[src/rtl/proc_defs.sv]
// Shared definitions for the processor, its instruction-memory loader and the bench.
package proc_defs;

  localparam int DATA_W      = 32;
  localparam int IMEM_ADDR_W = 4;

  // Loader sequencing: wait for a request, stream words in, hold the core, let it run.
  typedef enum logic [1:0] {
    IDLE = 2'd0,
    LOAD = 2'd1,
    HOLD = 2'd2,
    RUN  = 2'd3
  } loader_state_t;

endpackage

[src/rtl/imem_program_loader.sv]
// Instruction-memory program loader. It takes a valid/ready word stream and writes it
// into imem from address 0. The core stays in reset while loading, and for HOLD_CYCLES
// cycles after the final word, so the last write has landed before the core runs.
module imem_program_loader
  import proc_defs::loader_state_t;
  import proc_defs::IDLE;
  import proc_defs::LOAD;
  import proc_defs::HOLD;
  import proc_defs::RUN;
#(
  parameter int DATA_W      = proc_defs::DATA_W,
  parameter int ADDR_W      = proc_defs::IMEM_ADDR_W,
  parameter int HOLD_CYCLES = 2
) (
  input  logic              clk,
  input  logic              reset,
  input  logic              load_start,
  input  logic              in_valid,
  output logic              in_ready,
  input  logic [DATA_W-1:0] in_data,
  input  logic              in_last,
  output logic              imem_we,
  output logic [ADDR_W-1:0] imem_addr,
  output logic [DATA_W-1:0] imem_wdata,
  output logic              core_reset,
  output logic              busy,
  output logic              done,
  output logic              err_overflow
);

  // The hold counter only needs to reach HOLD_CYCLES-1.
  localparam int HC_W = (HOLD_CYCLES > 1) ? $clog2(HOLD_CYCLES) : 1;

  loader_state_t     state;
  logic [ADDR_W-1:0] wptr;
  logic [HC_W-1:0]   hold_cnt;
  logic              xfer;

  // Handshake and status decode straight from the state register.
  always_comb begin
    in_ready = (state == LOAD);
    busy     = (state == LOAD) || (state == HOLD);
    xfer     = in_valid && (state == LOAD);
  end

  // Loader FSM, write pointer, hold counter and all registered outputs.
  always_ff @(posedge clk) begin
    if (reset) begin
      state        <= IDLE;
      core_reset   <= 1'b1;
      imem_we      <= 1'b0;
      imem_addr    <= '0;
      imem_wdata   <= '0;
      done         <= 1'b0;
      err_overflow <= 1'b0;
      wptr         <= '0;
      hold_cnt     <= '0;
    end else begin
      imem_we <= 1'b0;
      case (state)
        IDLE: begin
          core_reset <= 1'b1;
          if (load_start) begin
            state        <= LOAD;
            wptr         <= '0;
            done         <= 1'b0;
            err_overflow <= 1'b0;
          end
        end
        LOAD: begin
          core_reset <= 1'b1;
          if (xfer) begin
            imem_we    <= 1'b1;
            imem_addr  <= wptr;
            imem_wdata <= in_data;
            if (in_last) begin
              wptr     <= wptr + ADDR_W'(1);
              state    <= HOLD;
              hold_cnt <= '0;
            end else if (wptr == {ADDR_W{1'b1}}) begin
              // Memory is full and no end marker: keep the pointer parked, abort.
              err_overflow <= 1'b1;
              state        <= IDLE;
            end else begin
              wptr <= wptr + ADDR_W'(1);
            end
          end
        end
        HOLD: begin
          hold_cnt <= hold_cnt + HC_W'(1);
          if (hold_cnt == HC_W'(HOLD_CYCLES - 1)) begin
            state      <= RUN;
            core_reset <= 1'b0;
            done       <= 1'b1;
          end else begin
            core_reset <= 1'b1;
          end
        end
        RUN: begin
          if (load_start) begin
            state      <= LOAD;
            wptr       <= '0;
            core_reset <= 1'b1;
            done       <= 1'b0;
          end else begin
            core_reset <= 1'b0;
          end
        end
        default: state <= IDLE;
      endcase
    end
  end

endmodule

[config.mk]
export PLATFORM = sky130hd
export DESIGN_NAME = imem_program_loader
export DESIGN_NICKNAME = d
export VERILOG_FILES = /design/src/rtl/proc_defs.sv /design/src/rtl/imem_program_loader.sv
export SDC_FILE = /design/constraint.sdc
export NUM_CORES = 1
export LEC_CHECK = 0
export BUFFER_PORTS_ARGS = -buffer_cell sky130_fd_sc_hd__buf_2
export CAP_MARGIN = 25
export CORE_ASPECT_RATIO = 0.9
export CORE_UTILIZATION = 42
export DETAILED_ROUTE_END_ITERATION = 8
export PLACE_DENSITY = 0.71
export SKIP_LAST_GASP = 1
export SLEW_MARGIN = 15
export SYNTH_ARGS = -nofsm -noshare
export SYNTH_HDL_FRONTEND = slang
export SYNTH_SLANG_ARGS = --single-unit
[constraint.sdc]
create_clock -name clk -period 1.5 [get_ports clk]
set_input_delay 0.225 -clock clk [delete_from_list [all_inputs] [get_ports clk]]
set_output_delay 0.225 -clock clk [all_outputs]
set_load 0.1 [all_outputs]
* After elaboration in Yosys (flattened, before gate mapping)
Index checks and enable logic that the tools add are counted.
W data, S select, Z words.
** Cells by class
- Add/subtract/negate cells :: 2
- Bitwise operators :: 1
- Reduce and logical (&&, ||, !) cells :: 16
- Mux-type cells :: 25
- Equality and inequality tests :: 13
** Operator list (count)
- $mux W4 :: 4
- $mux W1 :: 10
- $mux W2 :: 5
- $ne A2 B1 Y1 const B :: 4
- $pmux W4 S2 :: 1
- $reduce_and A4 Y1 :: 2
- $reduce_bool A2 Y1 :: 4
- $ne A2 B2 Y1 const B :: 3
- $pmux W1 S2 :: 3
- $pmux W2 S3 :: 1
- $reduce_and A3 Y1 :: 2
- $reduce_or A2 Y1 :: 3
- $reduce_and A5 Y1 :: 1
- $add A4 B1 Y4 const B :: 1
- $eq A2 B2 Y1 const B :: 2
- $eq A4 B4 Y1 const B :: 1
- $ne A3 B1 Y1 const B :: 1
- $ne A3 B3 Y1 const B :: 1
- $pmux W1 S3 :: 1
- $eq A2 B1 Y1 const B :: 1
- $logic_not A2 Y1 :: 1
- $reduce_and A2 Y1 :: 1
- $add A1 B1 Y1 const B :: 1
- $logic_and A1 B1 Y1 :: 1
- other kinds (2) :: 2
** Storage, ports and cells
- Input port bits :: 37
- Output and inout bits :: 42
- Flip-flop bits (word level) :: 47
- Logic and storage cells :: 66

* Logic depth before layout (Yosys ltp)
Gate-level depths: netlist (run 1).
- Depth in word-level cells :: 5
- Mapped depth :: 7
- Gate-level depth less buffers :: 6

* Worst setup path before layout (run 1)
OpenSTA, ideal clock, no wires.
- Kind :: register to register
- Start :: reg state[0]
- End :: reg wptr[2]
- Path buffers :: 0
- Stages on the path, launching flop included :: 7
- Setup slack :: -843 ps
- Setup time :: 136 ps
- Required time :: 1364 ps
- Period minus slack after synthesis :: 2343 ps
- Arrival time :: 2208 ps
- Cell sequence :: dfxtp_1 > inv_1 > ha_1 > nor2_1 > or3_1 > nor2_1 > a311oi_1
** On the way
- Longest elaborated chain between the ends :: 4
** RTL lines
- start, declared :: RTL line imem_program_loader.sv:34 : loader_state_t state;
- start signal, assigned :: RTL line imem_program_loader.sv:49 : state <= IDLE;
- start signal, assigned :: RTL line imem_program_loader.sv:64 : state <= LOAD;
- start signal, assigned :: RTL line imem_program_loader.sv:78 : state <= HOLD;
- $eq A2 B2 Y1 (tied with other cells) :: RTL line imem_program_loader.sv:60 : case (state)
- $reduce_or A2 Y1 (no line) / $logic_and A1 B1 Y1 (equally long branches)
- $ne A2 B1 Y1 (no line) / $reduce_bool A2 Y1 (equally long branches)
- $reduce_and A4 Y1 (no line)
- end signal, assigned :: RTL line imem_program_loader.sv:77 : wptr <= wptr + ADDR_W'(1);
- end signal, assigned :: RTL line imem_program_loader.sv:85 : wptr <= wptr + ADDR_W'(1);
- end, declared :: RTL line imem_program_loader.sv:35 : logic [ADDR_W-1:0] wptr;
Parallel ways exist; a longest one is shown, timed or not.
A chain may end at the register's enable or synchronous reset.

* Worst setup path in the final report (run 1)
- Start :: reg state[0]
- End :: out busy
** On the way
- Longest elaborated chain between the ends :: 2
** RTL lines
- $eq A2 B1 Y1 / $eq A2 B2 Y1 (equally long branches) :: RTL line imem_program_loader.sv:42 : busy = (state == LOAD) || (state == HOLD);
- $logic_or A1 B1 Y1 (*) :: RTL line imem_program_loader.sv:42
- end, declared :: RTL line imem_program_loader.sv:26 : output logic busy,
Every way passes the cells marked *; elsewhere a longest branch is shown, timed or not.

==> flow_summary.json, run 1 <==
{
  "finClkSkew_ps": 1.59,
  "drc": 0,
  "synthTopCellsByArea": "dfxtp_1, nand2_1, a21oi_1",
  "cp-end-kind": "output port",
  "fmaxAchievable_mhz": 647,
  "ys_seq_elements": 47,
  "clock-root-buffer": "clkbuf_8",
  "syn_area_um2": 1890,
  "grt_pass1_wl_um": 6910,
  "cp_max_fo": 4,
  "p_switching_mw": 2.75,
  "grt_use_total_pct": 18.7,
  "slew_headroom_pct": 67.0,
  "cp-start-kind": "flip-flop",
  "critPathRequiredTime_ps": 1270,
  "synthXorXnorAreaFrac_pct": 0,
  "power_density_nw_per_um2": 2160,
  "place_area_um2": 2520,
  "rsz0062_at_grt": "true",
  "clock_latency_ps": 290,
  "num_antenna_cells": 0,
  "io_buffers": 78,
  "drive_gt1_share_pct": 40.1,
  "finalPower_mw": 5.81,
  "yosys.area.top_type": "dfxtp_1",
  "finalMaxSlewViolations": 0,
  "cts_tree": "yes",
  "dp_cells": 366,
  "clk_pin_slew_ps": 80,
  "syn_to_final_growth_pct": 42.8,
  "numCtsBuffers": 5,
  "die_width_um": 72.7,
  "num_io_pins": 79,
  "synth_top_family_by_area": "simple AND/OR/NAND/NOR gates",
  "wire_per_inst_um": 11.8,
  "synth_fp_nets": 269,
  "setup_viol": 4,
  "critical-path-max-stage-delay_ps": 400,
  "critPathSlowestCell": "dfxtp_4",
  "viasPerCell": 4.81,
  "grt_max_degree": 38,
  "avgSynthCellArea_um2": 8.35,
  "ctsHoldBuffers": 0,
  "initial_core_util_pct": 45.1,
  "gp_congestion": 0.864,
  "cp.arrival_ps": 1320,
  "tightest_slew_ps": 498,
  "synth_adder_area_share_pct": 3.98,
  "reg2regPathDepth": 6,
  "final_cells": 377,
  "p_clk_share_pct": 14.1,
  "dieArea_um2": 4770,
  "synth-simple-area-share_pct": 24.2,
  "core_um2": 4180,
  "power_frac_comb_pct": 58.9,
  "r2r-end": "state[0]$_SDFFE_PP0P_",
  "drt-total-wl_um": 4460,
  "synth_top_area_share_pct": 49.8,
  "drt_iter0_drc": 105,
  "hold_viol_final": 0,
  "crit_end": "busy",
  "p_int_mw": 3.06,
  "first_pass_iters": 4,
  "fin_crit_sh_pct": 103,
  "overflow": 0,
  "worst-r2r-setup-slack_ps": -40,
  "p_leak_nw": 1.16,
  "period_needed_ps": 1550,
  "status": "finished with violations",
  "antenna_found_initial": 0,
  "vias": 1814,
  "cts.sink_count": 47,
  "fillCellCount": 387,
  "synth_compound_area_share_pct": 17.7,
  "crit_start": "state[0]$_SDFFE_PP0P_",
  "ir_drop_mv": 1.99,
  "worstSetupPathType": "flip-flop to output port",
  "regArea_um2": 948,
  "hp-class": "input port to flip-flop",
  "dpl.hpwl_um": 3000,
  "ys_types": 34,
  "h-tree-depth": 2,
  "fin_nets": 360,
  "drtAntennaViolNets": 0,
  "p_sw_share_pct": 47.3,
  "dieHeight_um": 65.6,
  "tns_ps": -112,
  "cp_cell_sequence": "inv_4 > ha_4 > buf_6 > buf_12",
  "r2r_start": "state[0]$_SDFFE_PP0P_",
  "row_count": 22,
  "synth.mux.area_fraction_pct": 1.06,
  "setup_slack_ps": -45.5,
  "synth_cells": 226,
  "violations": "setup timing",
  "fin_area_um2": 2700,
  "yosys_warnings": 0,
  "seq_power_share_pct": 27.0,
  "cap_viol_max_count": 0,
  "multi_input_area_um2": 971,
  "grt_pass1_vias": 1565,
  "holdWs_ps": 162,
  "ys_seq_area_share_pct": 49.8,
  "cts_buffer_depth": 2
}
[synth_stat cells, drive strengths merged]
| library cell | count |
|---|---|
| nand3b | 1 |
| a21bo | 1 |
| a311oi | 3 |
| mux2i | 2 |
| a211oi | 2 |
| clkbuf | 6 |
| and2 | 1 |
| nand3 | 2 |
| nor3 | 1 |
| nand4b | 1 |
| nor3b | 1 |
| a41oi | 1 |
| and2b | 1 |
| nor2 | 7 |
| inv | 3 |
| buf | 6 |
| nand2b | 3 |
| nor2b | 3 |
| nand2 | 78 |
| or4b | 1 |
| a2111o | 1 |
| dfxtp | 47 |
| ha | 6 |
| o21ai | 2 |
| nand4 | 1 |
| o31ai | 1 |
| a21oi | 41 |
| or3 | 1 |
| o211ai | 1 |
| a2111oi | 1 |
[layout make-up]
| type | count | area share (%) |
|---|---|---|
| multi-input cells | 164 | 36.0 |
| flip-flops and latches | 47 | 35.2 |
| repair buffers | 96 | 21.8 |
| clock buffers | 7 | 3.62 |
| well taps | 60 | 2.78 |
| inverters | 3 | 0.603 |
[worst max-delay path: cells and delay by family (launching register included)]
kind	cells	cell delay (ps)
adder cells (fa/ha/maj)	1	300
flip-flops	1	400
buffers and inverters	3	320
[power by group through the flow]
stage,logic [mW],registers (mW),clock network (mW)
6_report,3.42,1.57,0.819
5_1_grt,3.62,1.59,0.895
4_1_cts,3.29,1.57,0.845
3_5_place_dp,3.14,1.59,0
3_3_place_gp,3.10,1.59,0
2_1_floorplan,1.40,2.52,0
[sequential cells by signal, summed over array words and instances, names as in the netlist]
register and flops:
core_reset 1, hold_cnt 1, wptr 4, imem_wdata 32, state 2, imem_addr 4, done 1, imem_we 1
err_overflow 1
[cells by family after synthesis]
| family | Yosys count |
|---|---|
| mux | 2 |
| compound gates | 54 |
| buf+inv | 15 |
| fa+ha+maj | 6 |
| flops | 47 |
| simple gates | 102 |
[layout by cell type (no fill, tap or decap), drive strengths merged]
cell     Yosys  final
buf          6     96
nand2       78     78
dfxtp       47     47
a21oi       41     41
nor2         7      7
clkbuf       6      7
ha           6      6
nor2b        3      3
nand2b       3      3
a311oi       3      3
inv          3      3
o21ai        2      2
mux2i        2      2
nand3        2      2
a211oi       2      2
and2         1      1
and2b        1      1
or3          1      1
nor3b        1      1
nor3         1      1
nand4        1      1
nand4b       1      1
a2111o       1      1
a21bo        1      1
a2111oi      1      1
a41oi        1      1
o211ai       1      1
nand3b       1      1
or4b         1      1
o31ai        1      1
[metrics by stage]
stage | setup WS, ps | util, %
final | -45.5 | 64.4
after global routing | -87.8 | 64.4
after floorplan | -140 | -
after CTS | -40.9 | 63.4
after global placement | -25.9 | 60.2
after detailed placement | -60.3 | 60.2
[per-layer routing]
layer	wire, um	GRT usage (%)	vias up
met4	59	6.86	0
met2	2030	30.4	63
met3	295	5.21	6
met1	2070	23.5	807
met5	0	0	-
li1	-	-	938
[worst min path at each step]
stage / startpoint / to / cells past startpoint
6_report: in_data[0] / imem_wdata[0]$_SDFFE_PP0P_ / 3
5_1_grt: in_data[12] / imem_wdata[12]$_SDFFE_PP0P_ / 3
4_1_cts: in_data[19] / imem_wdata[19]$_SDFFE_PP0P_ / 3
3_5_place_dp: imem_wdata[21]$_SDFFE_PP0P_ / imem_wdata[21]$_SDFFE_PP0P_ / 2
3_3_place_gp: imem_wdata[14]$_SDFFE_PP0P_ / imem_wdata[14]$_SDFFE_PP0P_ / 2
2_1_floorplan: reset / core_reset$_SDFF_PP1_ / 1
[timing repair]
item	CTS	global route
endpoints found under the hold margin	0	0
pin swaps	2	5
endpoints found under the setup margin	5	12
buffers inserted	3	1
resized for setup	4	10
No activity file was read; power rests on OpenSTA's default activity.
==> run 2: changes to the inputs <==
BUFFER_PORTS_ARGS = -buffer_cell sky130_fd_sc_hd__buf_4   (was -buffer_cell sky130_fd_sc_hd__buf_2)
GPL_TIMING_DRIVEN = 0   (was unset)
==> flow_summary.json, run 2 (same netlist as run 1, synthesis figures left out) <==
{
  "drt_iter0_drc": 39,
  "layout_common_cells": "buf_4, nand2_1, dfxtp_1",
  "largest_reg_flops": 32,
  "finalMaxSlewViolations": 0,
  "antenna_found_initial": 0,
  "violations": "setup timing",
  "num_io_pins": 79,
  "cp.arrival_ps": 1700,
  "wl_met3_um": 280,
  "grt_use_total_pct": 19.7,
  "met1Wirelength_um": 2030,
  "cp-end-kind": "flip-flop",
  "slew_headroom_pct": 69.2,
  "syn_to_final_growth_pct": 51.6,
  "wl_met2_um": 2040,
  "tns_ps": -98.1,
  "dieArea_um2": 4770,
  "grt_max_degree": 14,
  "row_count": 22,
  "num_antenna_cells": 0,
  "vias": 1824,
  "h-tree-depth": 2,
  "cp_max_fo": 5,
  "overflow": 0,
  "critical-path-max-stage-delay_ps": 380,
  "fillCellCount": 403,
  "core_um2": 4180,
  "viasPerCell": 4.84,
  "top_regs": "imem_wdata: 32 flops, imem_addr: 4 flops, wptr: 4 flops",
  "io_buffers": 78,
  "critPathSlowestCell": "dfxtp_4",
  "setup_slack_ps": -24.0,
  "ir_drop_mv": 1.54,
  "cts.sink_count": 47,
  "numCtsBuffers": 5,
  "drc": 0,
  "power_density_nw_per_um2": 1990,
  "cts_tree": "yes",
  "setup_viol": 6,
  "grt_pass1_wl_um": 7260,
  "die_width_um": 72.7,
  "cap_viol_max_count": 0,
  "crit_top_cell": "buf_4",
  "tightest_slew_ps": 463,
  "critical_path.top_delay_family": "flip-flops",
  "p_leak_nw": 1.17,
  "wire_per_inst_um": 11.8,
  "gp_congestion": 0.752,
  "crit_buf_inv": 2,
  "clock-root-buffer": "clkbuf_8",
  "worstSetupPathType": "flip-flop to flip-flop",
  "fin_nets": 360,
  "clk_pin_slew_ps": 80,
  "finClkSkew_ps": 4.76,
  "grt_pass1_vias": 1685,
  "drive_gt1_share_pct": 39.1,
  "finalPower_mw": 5.69,
  "fmaxAchievable_mhz": 656,
  "cp_cell_sequence": "buf_4 > ha_4 > nor2b_4 > a2111oi_4 > buf_4 > o31ai_1",
  "drtAntennaViolNets": 0,
  "maxUsedRoutingLayer": "met4",
  "status": "finished with violations",
  "pre_cts_slack_ps": -205,
  "initial_core_util_pct": 45.1,
  "hold_viol_final": 0,
  "hp-class": "input port to flip-flop",
  "clock_latency_ps": 300,
  "fin_crit_sh_pct": 102,
  "drt-total-wl_um": 4440,
  "mostFrequentLayoutCell": "buf_4",
  "first_pass_iters": 5,
  "critPathRequiredTime_ps": 1670,
  "period_needed_ps": 1520,
  "regMostFlops": "imem_wdata",
  "rsz0062_at_grt": "true",
  "cts_buffer_depth": 2,
  "cp-start-kind": "flip-flop",
  "dieHeight_um": 65.6,
  "dpl.hpwl_um": 3100
}
## run 2: cell types whose count changed in the layout (fill, tap and decap cells not counted), moves of 2 or more
cell and delta:
buf_2 -76, buf_12 -4, buf_4 +70, clkbuf_4 +2
buf_6 +2, dfxtp_1 -2, clkbuf_1 +3, ha_4 +2
buf_1 +2
## run 2: final timing paths
check / from / to / slack, ps / cells past startpoint
max reg2reg: state[0]$_SDFFE_PP0P_ / state[0]$_SDFFE_PP0P_ / -20 / 6
max: state[0]$_SDFFE_PP0P_ / state[0]$_SDFFE_PP0P_ / -20 / 6
min: reset / core_reset$_SDFF_PP1_ / 130 / 2
min reg2reg: imem_wdata[3]$_SDFFE_PP0P_ / imem_wdata[3]$_SDFFE_PP0P_ / 460 / 2
## run 2: area by class of cell
class / instances / area (um2) / area share, %
multi-input combinational: 164 / 992 / 34.7
sequential: 47 / 953 / 33.3
timing repair buffer: 84 / 638 / 22.3
clock buffer: 7 / 97.6 / 3.41
buffer: 12 / 86.3 / 3.02
tap: 60 / 75.1 / 2.62
inverter: 3 / 18.8 / 0.656
## run 2: through the flow
step	utilization [%]	cell area [um2]	hold WS, ps	cells
after floorplan	-	1940	328	226
after global placement	62.2	2600	433	364
final	68.4	2860	129	377
after global routing	68.4	2860	128	377
after CTS	67.2	2810	118	375
after detailed placement	62.2	2600	434	364
## run 2: repair_timing
item                                    4_1_cts  5_1_grt
hold buffers                                  0        0
pin swaps                                     6        2
endpoints found under the setup margin       39       37
resized for setup                            25       15
buffers inserted                              4        2
## run 2: routing by layer
layer  track usage [%]  vias to the layer above
li1                  -                      934
met1              24.3                      820
met2              32.6                       60
met3              5.37                       10
met4              7.84                        0
met5                 0                        -
## run 2: power by group
group	total (mW)	switching, mW	internal, mW
Combinational	3.26	2.16	1.10
Sequential	1.61	0.157	1.46
Clock	0.817	0.395	0.421
Total	5.69	2.71	2.98
==> run 3: changes to the inputs <==
CAP_MARGIN = 10   (was 25)
CORE_ASPECT_RATIO = 0.6   (was 0.9)
==> flow_summary.json, run 3 (same netlist as run 1, synthesis figures left out) <==
{
  "cp-start-kind": "flip-flop",
  "cts_tree": "yes",
  "viasPerCell": 4.82,
  "dieArea_um2": 4780,
  "grt_pass1_wl_um": 7170,
  "drive_gt1_share_pct": 39.1,
  "top_regs": "imem_wdata: 32 flops, imem_addr: 4 flops, wptr: 4 flops",
  "fin_crit_sh_pct": 102,
  "reg2regPathDepth": 6,
  "pre_cts_slack_ps": -250,
  "antenna_found_initial": 0,
  "grt_pass1_vias": 1592,
  "vias": 1818,
  "whs_endpoint": "core_reset$_SDFF_PP1_",
  "grt_max_degree": 14,
  "hp-class": "input port to flip-flop",
  "ir_drop_mv": 1.58,
  "cts.sink_count": 47,
  "drt_iter0_drc": 54,
  "tns_ps": -109,
  "drt-total-wl_um": 4630,
  "first_pass_iters": 4,
  "numCtsBuffers": 5,
  "mostFrequentLayoutCell": "buf_4",
  "dpl.hpwl_um": 3330,
  "finalMaxSlewViolations": 0,
  "drtAntennaViolNets": 0,
  "cp_max_fo": 5,
  "row_count": 18,
  "wire_per_inst_um": 12.3,
  "h-tree-depth": 2,
  "cp-end-kind": "flip-flop",
  "clk_pin_slew_ps": 80,
  "hold_path_depth": 2,
  "status": "finished with violations",
  "fmaxAchievable_mhz": 654,
  "finClkSkew_ps": 5.48,
  "r2r-end": "wptr[2]$_SDFFE_PP0P_",
  "clock_latency_ps": 290,
  "core_um2": 4210,
  "grt_use_total_pct": 20.2,
  "clock-root-buffer": "clkbuf_8",
  "crit_start": "state[0]$_SDFFE_PP0P_",
  "p_leak_nw": 1.16,
  "regMostFlops": "imem_wdata",
  "layout_common_cells": "buf_4, nand2_1, dfxtp_1",
  "num_io_pins": 79,
  "tightest_slew_ps": 525,
  "ctsHoldBuffers": 0,
  "rsz0062_at_grt": "true",
  "hold_viol_final": 0,
  "worstSetupPathType": "flip-flop to flip-flop",
  "min_from": "reset",
  "power_density_nw_per_um2": 2000,
  "syn_to_final_growth_pct": 49.7,
  "io_buffers": 78,
  "initial_core_util_pct": 44.8,
  "largest_reg_flops": 32,
  "cts_buffer_depth": 2,
  "period_needed_ps": 1530,
  "num_antenna_cells": 0,
  "finalPower_mw": 5.66,
  "fillCellCount": 371,
  "gp_congestion": 0.829,
  "setup_slack_ps": -28.2,
  "critPathRequiredTime_ps": 1660,
  "die_width_um": 88.6,
  "fin_nets": 360,
  "cp.arrival_ps": 1690,
  "r2r_start": "state[0]$_SDFFE_PP0P_",
  "drc": 0,
  "fin_util_pct": 67.1,
  "setup_viol": 5,
  "cap_viol_max_count": 0,
  "dieHeight_um": 53.9,
  "slew_headroom_pct": 65.0,
  "worst-r2r-setup-slack_ps": -30,
  "overflow": 0,
  "violations": "setup timing"
}
[run 3: metrics by stage]
stage                     hold WS, ps  instance area, um2  instances
after floorplan                   328                1940        226
after global routing              137                2830        377
after global placement            442                2600        364
after detailed placement          447                2600        364
after CTS                         143                2800        376
final                             145                2830        377
[run 3: layout make-up]
cell class	count	area, um2	share of cell area, %
buffer	12	63.8	2.26
timing repair buffer	84	643	22.8
multi-input combinational	164	977	34.6
clock buffer	7	97.6	3.45
inverter	3	16.3	0.575
tap	60	75.1	2.66
sequential	47	953	33.7
[run 3: how the worst max path moves through the flow]
stage / endpoint / depth (start not counted)
floorplan: wptr[2]$_SDFFE_PP0P_ / 6
global placement: imem_wdata[10]$_SDFFE_PP0P_ / 6
detailed placement: imem_wdata[29]$_SDFFE_PP0P_ / 6
CTS: busy / 3
global route: wptr[2]$_SDFFE_PP0P_ / 6
finish: wptr[2]$_SDFFE_PP0P_ / 6
[run 3: report_power, final]
part           total [mW]  internal (mW)  switching (mW)
clock network       0.816          0.421           0.394
logic                3.23           1.08            2.15
registers            1.61           1.46           0.156
total                5.66           2.95            2.70
[run 3: per-layer routing]
layer  vias to the layer above  global-route usage (%)  wire length [um]
met2                        73                    30.3              1820
met3                         8                    7.52               486
met4                         0                    5.65                44
met5                         -                       0                 0
met1                       801                    27.4              2280
li1                        936                       -                 -
[run 3: worst max-delay path, cell delays in order (launching register included)]
cell	delay, ps
dfxtp_4	400
inv_4	60
ha_4	320
nor2_4	60
or3_4	360
nor2_4	110
a311oi_1	90
[run 3: timing repair]
item	CTS	global route
buffers inserted	5	1
endpoints found under the setup margin	38	37
resized for setup	21	7
pin swaps	4	1
endpoints found under the hold margin	0	0
